==> config.mk <==
export PLATFORM = sky130hd
export DESIGN_NAME = charlieplex_pwm_display
export DESIGN_NICKNAME = d
export VERILOG_FILES = /design/src/rtl/charlieplex_pwm_display.sv
export SDC_FILE = /design/constraint.sdc
export NUM_CORES = 1
export LEC_CHECK = 0
export BUFFER_PORTS_ARGS = -buffer_cell sky130_fd_sc_hd__buf_2
export CORE_MARGIN = 5
export CORE_UTILIZATION = 40
export CTS_BUF_LIST = sky130_fd_sc_hd__clkbuf_16
export DETAILED_ROUTE_END_ITERATION = 16
export GPL_ROUTABILITY_DRIVEN = 0
export PLACE_DENSITY = 0.61
export SLEW_MARGIN = 20
export SYNTH_ARGS = -nofsm -noshare
export SYNTH_HDL_FRONTEND = slang
export SYNTH_SLANG_ARGS = --single-unit
export TNS_END_PERCENT = 1
==> constraint.sdc <==
create_clock -name clk -period 5.6 [get_ports clk]
set_clock_uncertainty 0.1 [all_clocks]
set_input_delay 0.84 -clock clk [delete_from_list [all_inputs] [get_ports clk]]
set_output_delay 0.84 -clock clk [all_outputs]
set_load 0.02 [all_outputs]
==> src/rtl/charlieplex_pwm_display.sv <==
// rtl/charlieplex_pwm_display.sv - charlieplexed LED driver with per-pixel PWM, dead time and frame snapshot
// Optional CHARLIEPLEX_SKIP_DARK_EN: zero-brightness pixels collapse to a 1-cycle slot.
package charlieplex_pwm_display_pkg;
  function automatic int pins_for(input int pixels);
    int n;
    n = 2;
    while (n * (n - 1) < pixels) n++;
    return n;
  endfunction
endpackage

module charlieplex_pwm_display
  import charlieplex_pwm_display_pkg::*;
#(
  parameter int PIXELCOUNT     = 12,
  parameter int BRIGHTNESSBITS = 4,
  parameter int BLANKCYCLES    = 1,
  parameter int PRESCALE       = 1,
  localparam int PINCOUNT      = pins_for(PIXELCOUNT)
) (
  input  logic                               clk,
  input  logic                               rst,
  input  logic                               enable,
  input  logic [PIXELCOUNT*BRIGHTNESSBITS-1:0] pixel_data,
  output logic [PINCOUNT-1:0]                out_en,
  output logic [PINCOUNT-1:0]                out_value,
  output logic                               frame_start
);

  localparam int B    = BRIGHTNESSBITS;
  localparam int SLOT = BLANKCYCLES + ((1 << B) - 1) * PRESCALE;
  localparam int IW   = $clog2(PIXELCOUNT);
  localparam int SW   = $clog2(SLOT);
  localparam int PW   = $clog2(PRESCALE + 1);

  typedef enum logic [1:0] {S_LOAD, S_BLANK, S_ON} state_t;

  state_t                  r_state;
  logic [IW-1:0]           r_index;
  logic [SW-1:0]           r_slot_cnt;
  logic [PW-1:0]           r_pre_cnt;
  logic [B-1:0]            r_tick;
  logic [PIXELCOUNT*B-1:0] r_snap;

  logic [B-1:0]            w_bright;
  logic                    w_last;
  logic                    w_skip;
  logic [PINCOUNT-1:0]     w_pin_en;
  logic [PINCOUNT-1:0]     w_pin_val;
  int                      w_x;
  int                      w_r;
  int                      w_y;

  // Anode x and cathode y derive from the pixel index; y skips over x.
  always_comb begin
    w_bright  = B'(r_snap >> (int'(r_index) * B));
    w_x       = int'(r_index) / (PINCOUNT - 1);
    w_r       = int'(r_index) % (PINCOUNT - 1);
    w_y       = (w_r < w_x) ? w_r : w_r + 1;
    w_pin_val = PINCOUNT'(1) << w_x;
    w_pin_en  = w_pin_val | (PINCOUNT'(1) << w_y);
  end

  assign w_last = (r_index == IW'(PIXELCOUNT - 1));

`ifdef CHARLIEPLEX_SKIP_DARK_EN
  assign w_skip = (w_bright == '0);
`else
  assign w_skip = 1'b0;
`endif

  // Outputs are registered from the current state, so they trail the FSM by one cycle.
  always_ff @(posedge clk) begin
    if (rst) begin
      r_state     <= S_LOAD;
      r_index     <= '0;
      r_slot_cnt  <= '0;
      r_pre_cnt   <= '0;
      r_tick      <= '0;
      r_snap      <= '0;
      out_en      <= '0;
      out_value   <= '0;
      frame_start <= 1'b0;
    end else begin
      out_en      <= '0;
      out_value   <= '0;
      frame_start <= 1'b0;
      case (r_state)
        S_LOAD: begin
          r_snap      <= pixel_data;
          frame_start <= 1'b1;
          r_index     <= '0;
          r_slot_cnt  <= '0;
          r_state     <= S_BLANK;
        end
        S_BLANK: begin
          if (w_skip) begin
            r_slot_cnt <= '0;
            if (w_last) r_state <= S_LOAD;
            else        r_index <= r_index + IW'(1);
          end else begin
            r_slot_cnt <= r_slot_cnt + SW'(1);
            if (r_slot_cnt == SW'(BLANKCYCLES - 1)) begin
              r_state   <= S_ON;
              r_pre_cnt <= '0;
              r_tick    <= '0;
            end
          end
        end
        S_ON: begin
          if (enable && (r_tick < w_bright)) begin
            out_en    <= w_pin_en;
            out_value <= w_pin_val;
          end
          if (r_pre_cnt == PW'(PRESCALE - 1)) begin
            r_pre_cnt <= '0;
            r_tick    <= r_tick + B'(1);
          end else begin
            r_pre_cnt <= r_pre_cnt + PW'(1);
          end
          if (r_slot_cnt == SW'(SLOT - 1)) begin
            r_slot_cnt <= '0;
            if (w_last) begin
              r_state <= S_LOAD;
            end else begin
              r_index <= r_index + IW'(1);
              r_state <= S_BLANK;
            end
          end else begin
            r_slot_cnt <= r_slot_cnt + SW'(1);
          end
        end
        default: r_state <= S_LOAD;
      endcase
    end
  end

endmodule

Word-level counts from Yosys, hierarchy flattened
Index checks and enable logic that the tools add are counted.
{ "word_totals": {"reg_bits": 72, "input_bits": 51, "output_inout_bits": 9, "elab_cells": 60} }
{ "classes": {"n_addsub": 5, "n_div": 2, "n_lt_le_gt_ge": 2, "eq_ne": 8, "n_shift": 3, "muxes": 17, "bitwise": 3, "reduce_logical": 11} }
{ "op_table": {"columns": ["operator", "n"], "rows": [
  ["1-bit by 32-bit << shifter with 4-bit output (first input constant)", 2],
  ["48-bit by 6-bit right shift with 4-bit output", 1],
  ["32-bit by 2-bit adder with 32-bit output (second input constant)", 1],
  ["5-bit by 3-bit divider with 32-bit output (second input constant)", 1],
  ["32-bit less-than comparator", 1],
  ["5-bit by 3-bit modulo with 32-bit output (second input constant)", 1],
  ["32-bit two-way mux", 1],
  ["4-bit two-way mux", 5],
  ["4-bit one-hot mux with 2 select lines", 2],
  ["4-bit by 1-bit adder with 4-bit output (second input constant)", 3],
  ["4-bit one-hot mux with 3 select lines", 1],
  ["4-bit == test (second input constant)", 2],
  ["2-bit != test (second input constant)", 4],
  ["2-bit one-hot mux with 3 select lines", 1],
  ["3-bit AND reduction", 2],
  ["4-bit logical NOT", 1],
  ["4-bit less-than comparator", 1],
  ["1-bit two-way mux", 4],
  ["2-bit two-way mux", 2],
  ["4-bit bitwise OR", 1],
  ["2-bit AND reduction", 2],
  ["2-bit nonzero test", 2],
  ["3-bit nonzero test", 1],
  ["3-bit OR reduction", 1],
  ["other kinds (7)", 8]
]} }

Depth between registers and ports, before layout
Gate-level depths: netlist of run 1.
{ "logic_depth": {"depth_word": 5, "ltp_mapped": 21, "depth_no_buf": 18} }

Least setup slack after synthesis of run 1
OpenSTA, ideal clock, no wires.
{ "synth_timing": {"path_type": "register to register", "startpoint": "register r_index[3]", "endpoint": "register out_en[1]", "setup_time_ns": 0.137, "t_arrival_ns": 4.453, "required_ns": 5.363, "path_slack_ns": 0.910, "stages_incl_launch_ff": 22, "path_buffers": 4, "synth_period_minus_slack_ns": 4.690, "cell_sequence": "dfxtp_1 -> buf_4 -> clkbuf_1 -> nor2_1 -> ha_1 -> buf_6 -> a211o_1 -> o31a_1 -> buf_6 -> xnor2_1 -> ha_1 -> nor4_4 -> mux2i_1 -> inv_1 -> ha_1 -> a21o_1 -> a221oi_1 -> nand2_1 -> o211ai_4 -> a2111oi_4 -> o21ai_2 -> o22ai_1"} }
{ "synth_between": {"elab_chain_cells": 5, "elab_cells_between_ends": 13, "classes_between": "1 x add/sub; 2 x div; 2 x order compare; 3 x shift; 1 x mux; 2 x bitwise; 2 x reduce/logical"} }
{ "synth_rtl": {"columns": ["item", "line", "source"], "rows": [
  ["start, declared", "39", "logic [IW-1:0] r_index;"],
  ["start signal, assigned", "100", "else r_index <= r_index + IW'(1);"],
  ["start signal, assigned", "126", "r_index <= r_index + IW'(1);"],
  ["5-bit by 3-bit modulo with 32-bit output, or another cell as far along", "58", "w_r = int'(r_index) % (PINCOUNT - 1);"],
  ["32-bit by 2-bit adder with 32-bit output, or another cell as far along", "59", "w_y = (w_r < w_x) ? w_r : w_r + 1;"],
  ["32-bit two-way mux / 1-bit logical AND (equally long branches)", "59, 111", null],
  ["1-bit by 32-bit << shifter with 4-bit output / 1-bit inverter (equally long branches)", null, null],
  ["4-bit bitwise OR / 3-bit OR reduction (equally long branches)", null, null],
  ["end signal, assigned", "112", "out_en <= w_pin_en;"],
  ["end, declared", "25", "output logic [PINCOUNT-1:0] out_en,"]
]} }
Parallel ways exist; a longest one is shown, timed or not.
A chain may end at the register's enable or synchronous reset.

Worst setup path after layout of run 1
Same ends and word-level chain as after synthesis.

==> results of run 1 <==
==> synthesized netlist by cell type (2+ instances only) <==
cell type  instances  area share (%)
buf_1              3            0.28
and3_1             2            0.31
nor4bb_1           2            0.50
nand2b_1           2            0.31
or3_1              2            0.31
mux4_2            12             6.8
o22ai_1            5            0.79
mux2i_1           53              13
o21a_1             2            0.38
ha_1              22             6.9
clkbuf_1          17             1.6
or4_1              2            0.38
a21o_1             3            0.57
o21ai_0           15             1.9
inv_1             18             1.7
nand3_1            5            0.63
xnor2_1            6             1.3
o31a_1             3            0.66
inv_2              2            0.19
nor3b_1            2            0.38
nand2_1           29             2.7
a2bb2oi_1          2            0.44
a21oi_1           26             3.3
nor3_1             6            0.75
a32o_1             2            0.50
a31oi_1            3            0.47
buf_2              2            0.25
dfxtp_1           71              36
nor2b_1            6            0.94
buf_6              3            0.85
nor2_1            73             6.9
and2_1             3            0.47
==> sequential cells by signal, summed over array words and instances (netlist names) <==
name and count:
frame_start 1, out_en 4, out_value 4, r_index 4, r_slot_cnt 4, r_snap 48, r_state 2, r_tick 4
==> worst max path at each step <==
stage               start   endpoint  slack, ns  cells past startpoint
4_1_cts        r_index[3]  out_en[1]       1.01                     17
6_report       r_index[3]  out_en[1]       0.98                     17
2_1_floorplan  r_index[3]  out_en[1]       0.91                     21
3_5_place_dp   r_index[3]  out_en[1]       1.03                     17
3_3_place_gp   r_index[3]  out_en[1]       1.15                     17
5_1_grt        r_index[2]  out_en[3]       0.67                     18
==> layout by cell type (no fill, tap or decap), types with 2 or more instances in the layout <==
| cell | netlist | final |
|---|---|---|
| nor2_1 | 73 | 73 |
| dfxtp_1 | 71 | 71 |
| buf_2 | 2 | 59 |
| mux2i_1 | 53 | 53 |
| nand2_1 | 29 | 29 |
| a21oi_1 | 26 | 26 |
| ha_1 | 22 | 21 |
| inv_1 | 18 | 18 |
| o21ai_0 | 15 | 15 |
| mux4_2 | 12 | 12 |
| clkbuf_16 | 0 | 9 |
| buf_4 | 1 | 7 |
| nor2b_1 | 6 | 6 |
| xnor2_1 | 6 | 6 |
| nor3_1 | 6 | 6 |
| o22ai_1 | 5 | 5 |
| nand3_1 | 5 | 5 |
| o31a_1 | 3 | 3 |
| a31oi_1 | 3 | 3 |
| and2_1 | 3 | 3 |
| a21o_1 | 3 | 3 |
| inv_2 | 2 | 2 |
| or3_1 | 2 | 2 |
| nor3b_1 | 2 | 2 |
| a2bb2oi_1 | 2 | 2 |
| nand2b_1 | 2 | 2 |
| nor4bb_1 | 2 | 2 |
| and3_1 | 2 | 2 |
| a32o_1 | 2 | 2 |
| o21a_1 | 2 | 2 |
| or4_1 | 2 | 2 |
| bufinv_16 | 0 | 2 |
| inv_6 | 0 | 2 |
==> worst reg2reg max path: stages, from the launching register on <==
cell       delay (ns)
dfxtp_1          0.50
nor2_1           0.09
ha_1             0.30
a211o_1          0.34
o31a_1           0.21
xnor2_1          0.19
ha_1             0.24
nor4_4           0.32
mux2i_1          0.33
inv_1            0.13
ha_1             0.29
a21o_1           0.15
a221oi_1         0.42
nand2_1          0.16
o211ai_4         0.33
a2111oi_4        0.08
o21ai_2          0.21
o22ai_1          0.11
==> routing by layer <==
metal	global-route usage (%)	share of wire [%]	up-vias
li1	-	-	1632
met1	21.5	47	1540
met2	25.0	47	81
met3	4.05	5.0	7
met4	4.63	0.95	0
met5	0	0	-
==> cell type report <==
cell class / instances / area, µm²
sequential: 71 / 1420
multi-input combinational: 316 / 2360
timing repair buffer: 66 / 348
tap: 133 / 166
fill: 944 / 5040
clock inverter: 6 / 93.8
clock buffer: 9 / 225
inverter: 20 / 75.1
==> kinds of logic after synthesis <==
group | synth area share [%]
xor gates and xnor gates | 1.54
DFF | 35.7
muxes | 20.1
buffers and inverters | 5.06
adders and majority gates | 6.92
AOI/OAI and AO/OA | 13.6
and+or+nand+nor | 17.0
==> through the flow <==
stage                     cell area, µm²  hold WS, ns  util [%]
after floorplan                     3980        0.355         -
after global placement              4370        0.367      44.9
after detailed placement            4370        0.379      44.9
after CTS                           4690        0.395      48.2
after global routing                4690        0.418      48.2
final                               4690        0.391      48.2
==> power breakdown <==
group | leakage, nW | internal (mW) | switching [mW]
Sequential | 0.584 | 0.613 | 0.0635
Clock | 0.153 | 0.391 | 0.220
Combinational | 1.37 | 0.268 | 0.287
Total | 2.10 | 1.27 | 0.570
==> impl_metrics.py, run 1 <==
metrics = {
    "sta": {
        "period_needed_ns": 4.62,
        "drv_slew": 0,
        "tightest_slew_ns": 0.828,
        "period_share_pct": 82.6,
        "max-slew-margin-rel_pct": 44.8,
        "rsz0062_at_grt": "false",
        "setup_tns_ns": 0,
        "fin_ws_ns": 0.976,
        "fmax_ghz": 0.216,
        "setup_viol": 0,
        "hold_viol": 0,
    },
    "worst_setup_path": {
        "crit_buf_inv": 1,
        "r2r_slack_ns": 0.98,
        "crit_top_cell": "ha_1",
        "slowest_delay_ns": 0.50,
        "cpMaxStageDelayCell": "dfxtp_1",
        "crit_family": "compound AO/OA/AOI/OAI gates",
        "setup.worst_path.class": "reg -> reg",
        "start_kind": "register",
        "arrival_ns": 4.73,
        "r2r_end": "out_en[1]",
        "ff2ff_path_depth": 17,
        "path_cells": "nor2_1, ha_1, a211o_1, o31a_1, xnor2_1, ha_1, nor4_4, mux2i_1, inv_1, ha_1, a21o_1, a221oi_1, nand2_1, o211ai_4, a2111oi_4, o21ai_2, o22ai_1",
        "path_max_fanout": 11,
        "crit_path_end_kind": "register",
        "r2r_start": "r_index[3]",
        "cp.required_ns": 5.70,
    },
    "power_and_ir_drop": {
        "power.total_mw": 1.84,
        "power_density_nw_per_um2": 393,
        "vdd_drop_max_mv": 0.246,
        "leakage_nw": 2.10,
    },
    "yosys": {
        "synth_cells": 433,
        "synth_area_um2": 3980,
        "synth-seq-cells": 71,
        "synth_enable_flop_cells": 0,
        "synth_cell_types": 61,
        "ys_seq_area_share_pct": 35.7,
        "syn_nets": 506,
        "synth_top_flop_cell": "dfxtp_1",
        "syn_avg_cell_area_um2": 9.19,
        "synth-warning-count": 0,
        "synthArstFlopShare_pct": 0,
    },
    "floorplan": {
        "core_um2": 9730,
        "die_x_um": 110,
        "die_area_um2": 12000,
        "pin_count": 60,
        "die_y_um": 110,
        "num_rows": 36,
        "initial_core_util_pct": 40.9,
    },
    "clocking": {
        "root_buffer": "clkbuf_16",
        "insertion_delay_ns": 0.33,
        "cts_made_buffers": 9,
        "cts_max_path_buffers": 2,
        "post_cts_resized": 0,
        "path_clk_slew_ns": 0.06,
        "post-cts-setup-buffers": 0,
        "htreeDepth": 3,
        "clock_sinks": 71,
        "cts_tree": "done",
        "cts_hold_buf": 0,
    },
    "global_route": {
        "grt_max_degree": 65,
        "grt_antenna_before_repair": 0,
        "grt_pass1_wl_um": 15200,
        "overflow": 0,
        "grt_pass1_vias": 3173,
        "gr-usage-all-layers_pct": 15.9,
    },
    "placed_design": {
        "place_worst_setup_slack_ns": 1.03,
        "io_buffer_count": 59,
        "place_inst": 606,
        "hpwl_um": 6390,
    },
    "layout": {
        "areaGrowthSynthToFinish_pct": 17.8,
        "drive_gt1_share_pct": 21.7,
        "fin_cells": 621,
        "nNetsFinal": 557,
        "n_antenna_cell": 0,
    },
    "route": {
        "drcViolationCount": 0,
        "wl_per_cell_um": 14.5,
        "ant_nets": 0,
        "wl_um": 8990,
        "vias": 3260,
        "firstDrtPassIters": 4,
        "drtIter0Drc": 189,
        "via_per_inst": 5.25,
    },
    "min_path": {
        "hold_depth": 2,
        "worstHoldPathType": "reg -> reg",
        "worstHoldStart": "r_snap[35]",
        "holdPathEnd": "r_snap[35]",
    },
    "flow_run": {
        "maxCapViolations": 0,
    },
    "outcome": {
        "status": "finished, final reports clean",
    },
}
(Power assumes the default switching activity.)
==> run 2: changes to the inputs <==
--- a/config.mk
+++ b/config.mk
@@ -5,13 +5,14 @@
 export SDC_FILE = /design/constraint.sdc
 export NUM_CORES = 1
 export LEC_CHECK = 0
+export ABC_AREA = 1
 export BUFFER_PORTS_ARGS = -buffer_cell sky130_fd_sc_hd__buf_2
 export CORE_MARGIN = 5
 export CORE_UTILIZATION = 40
 export CTS_BUF_LIST = sky130_fd_sc_hd__clkbuf_16
 export DETAILED_ROUTE_END_ITERATION = 16
 export GPL_ROUTABILITY_DRIVEN = 0
-export PLACE_DENSITY = 0.61
+export PLACE_DENSITY = 0.64
 export SLEW_MARGIN = 20
 export SYNTH_ARGS = -nofsm -noshare
 export SYNTH_HDL_FRONTEND = slang
==> constraint.sdc (replaced) <==
create_clock -name clk -period 3.75 [get_ports clk]
set_clock_uncertainty 0.1 [all_clocks]
set_input_delay 0.5625 -clock clk [delete_from_list [all_inputs] [get_ports clk]]
set_output_delay 0.5625 -clock clk [all_outputs]
set_load 0.02 [all_outputs]
==> run 2 against run 1 <==
Clock-buffer cell count is the same; synthesized area is 2.6% lower; via count is 15% higher; global-route usage rose by 1.4 points.
==> impl_metrics.py, run 2 <==
metrics = {
    "min_path": {
        "worstHoldPathType": "in -> reg",
    },
    "layout": {
        "fillers": 1001,
        "layout_commonest_cell": "nor2_1",
        "top_register": "r_snap",
        "drive_gt1_share_pct": 19.8,
        "seqCellArea_um2": 1420,
        "n_antenna_cell": 0,
        "fin_cells": 754,
        "nNetsFinal": 689,
        "mostFrequentLayoutCells": "nor2_1, o21ai_0, dfxtp_1",
        "largest_register_ffs": 48,
        "areaGrowthSynthToFinish_pct": 21.6,
        "multiInputGateArea_um2": 2230,
    },
    "sta": {
        "setup_viol": 0,
        "rsz0062_at_grt": "false",
        "tightest_slew_ns": 0.481,
        "max-slew-margin-rel_pct": 67.9,
        "period_share_pct": 93.9,
        "period_needed_ns": 3.52,
        "setup_tns_ns": 0,
        "drv_slew": 0,
        "hold_viol": 0,
        "fmax_ghz": 0.284,
    },
    "route": {
        "firstDrtPassIters": 4,
        "via_per_inst": 4.98,
        "ant_nets": 0,
        "drcViolationCount": 0,
        "drtIter0Drc": 133,
        "wl_per_cell_um": 12.9,
        "wl_um": 9720,
        "vias": 3752,
    },
    "yosys": {
        "synth_top_family_by_area": "simple AND/OR/NAND/NOR gates",
        "synth_area_um2": 3870,
        "synth.mux.area_fraction_pct": 0,
        "synthTopCellsByArea": "dfxtp_1, nor2_1, o21ai_0, ha_1, nand2_1",
        "synth_compound_area_share_pct": 17.6,
        "ys_seq_area_share_pct": 36.7,
        "syn_nets": 630,
        "synth-warning-count": 0,
        "synth_cells": 557,
        "syn_avg_cell_area_um2": 6.96,
        "synth_top_area_share_pct": 36.7,
        "synthAdderAreaFrac_pct": 7.10,
        "yosys.area_share.xor_xnor_pct": 0.904,
        "synth-seq-cells": 71,
        "synth_enable_flop_cells": 0,
        "synthArstFlopShare_pct": 0,
        "synth_cell_types": 39,
        "synth_top_area_cell": "dfxtp_1",
        "synth_top_flop_cell": "dfxtp_1",
        "synthTopCellsByCount": "nor2_1, o21ai_0, dfxtp_1, nand2_1, inv_1",
        "synth_simple_gate_area_share_pct": 31.0,
        "yosysMostFrequentCell": "nor2_1",
    },
    "clocking": {
        "root_buffer": "clkbuf_16",
        "cts_hold_buf": 0,
        "insertion_delay_ns": 0.33,
        "htreeDepth": 3,
        "cts_max_path_buffers": 2,
        "cts_tree": "done",
        "path_clk_slew_ns": 0.06,
        "clock_sinks": 71,
        "cts_made_buffers": 9,
    },
    "global_route": {
        "gr-usage-all-layers_pct": 17.3,
        "grt_max_degree": 53,
        "overflow": 0,
        "grt_pass1_vias": 3626,
        "grt_pass1_wl_um": 16400,
        "grt_antenna_before_repair": 0,
    },
    "power_and_ir_drop": {
        "p_sw_share_pct": 35.7,
        "p_clk_share_pct": 31.6,
        "leakage_nw": 2.23,
        "switchingPower_mw": 1.03,
        "combPwrFrac_pct": 29.7,
        "pwr-share-seq_pct": 38.7,
        "power_density_nw_per_um2": 615,
        "p_int_mw": 1.86,
        "vdd_drop_max_mv": 0.345,
    },
    "worst_setup_path": {
        "setup.worst_path.class": "reg -> reg",
        "cp.required_ns": 3.92,
        "arrival_ns": 3.69,
        "path_max_fanout": 6,
        "crit_path_end_kind": "register",
        "start_kind": "register",
    },
    "outcome": {
        "status": "finished, final reports clean",
    },
    "floorplan": {
        "initial_core_util_pct": 40.4,
        "die_area_um2": 11800,
        "die_y_um": 108,
        "die_x_um": 108,
        "num_rows": 36,
        "pin_count": 60,
        "core_um2": 9590,
    },
    "placed_design": {
        "io_buffer_count": 59,
        "place_inst": 736,
        "hpwl_um": 6990,
    },
    "flow_run": {
        "maxCapViolations": 0,
    },
}
-- run 2: cell types whose count changed after synthesis, moves of 20 or more --
cell     delta
nor2_1     +68
o21ai_0    +66
mux2i_1    -53
nand2_1    +30
inv_1      +21
nand3_1    +20
-- run 2: layout make-up --
class | count | area share (%)
Multi-Input combinational cell | 416 | 47.4
Timing Repair Buffer | 72 | 8.34
Sequential cell | 71 | 30.2
Clock inverter | 7 | 2.04
Inverter | 46 | 3.66
Clock buffer | 9 | 4.78
Tap cell | 133 | 3.53
-- run 2: cell families after synthesis --
logic type / Yosys count
AND/OR/NAND/NOR: 266
buffers and inverters: 70
XOR/XNOR: 4
flip-flops: 71
adder cells (fa/ha/maj): 22
AO/OA/AOI/OAI: 124
-- run 2: power by group through the flow --
stage,logic (mW),clock network (mW),registers (mW)
global route,1.00,0.962,1.15
CTS,0.874,0.932,1.12
finish,0.861,0.915,1.12
global placement,0.854,0,1.13
floorplan,0.652,0,1.10
detailed placement,0.864,0,1.14
-- run 2: what timing repair did --
action,CTS,global route
buffers inserted,0,2
endpoints found under the setup margin,0,4
resized for setup,0,9
-- run 2: stage by stage --
| stage | power [mW] | area, µm² | setup slack [ns] | utilization (%) | hold slack [ns] |
|---|---|---|---|---|---|
| after floorplan | 1.75 | 3880 | 0.0453 | - | 0.334 |
| after global placement | 1.99 | 4330 | 0.238 | 45.1 | 0.346 |
| after detailed placement | 2.00 | 4330 | 0.0747 | 45.1 | 0.348 |
| after CTS | 2.93 | 4650 | 0.0459 | 48.5 | 0.346 |
| after global routing | 3.11 | 4710 | 0.00195 | 49.1 | 0.357 |
| final | 2.90 | 4710 | 0.231 | 49.1 | 0.351 |
-- run 2: worst paths after layout --
path | startpoint | end | slack (ns) | depth (start not counted)
max | r_index[3] | out_en[2] | 0.23 | 25
min | pixel_data[10] | r_snap[10] | 0.35 | 3
max reg2reg | r_index[3] | out_en[2] | 0.23 | 25
min reg2reg | r_snap[4] | r_snap[4] | 0.36 | 2
-- run 2: metal layers --
layer  share of wire, %  global-route usage (%)  vias up
met2                 50                    30.6       76
met1                 45                    21.0     1703
li1                   -                       -     1959
met3                3.9                    4.00       14
met4                1.4                    4.69        0
met5                  0                       0        -
-- run 2: worst max-delay path: stages (launching register included) --
cell	delay, ns
dfxtp_2	0.35
buf_4	0.16
nor2_4	0.15
ha_4	0.17
nand3_4	0.10
nand3_4	0.08
nand2_1	0.06
nand2_1	0.11
inv_1	0.05
ha_1	0.23
nor2_4	0.14
nand3_4	0.12
buf_4	0.18
nand2_2	0.10
inv_2	0.06
ha_1	0.26
o21a_1	0.10
nor2_1	0.11
nand3_2	0.12
nor2_1	0.13
nand2_2	0.11
nand3_1	0.10
nand4_2	0.11
nor2_4	0.13
nand3_1	0.08
nand2_1	0.06
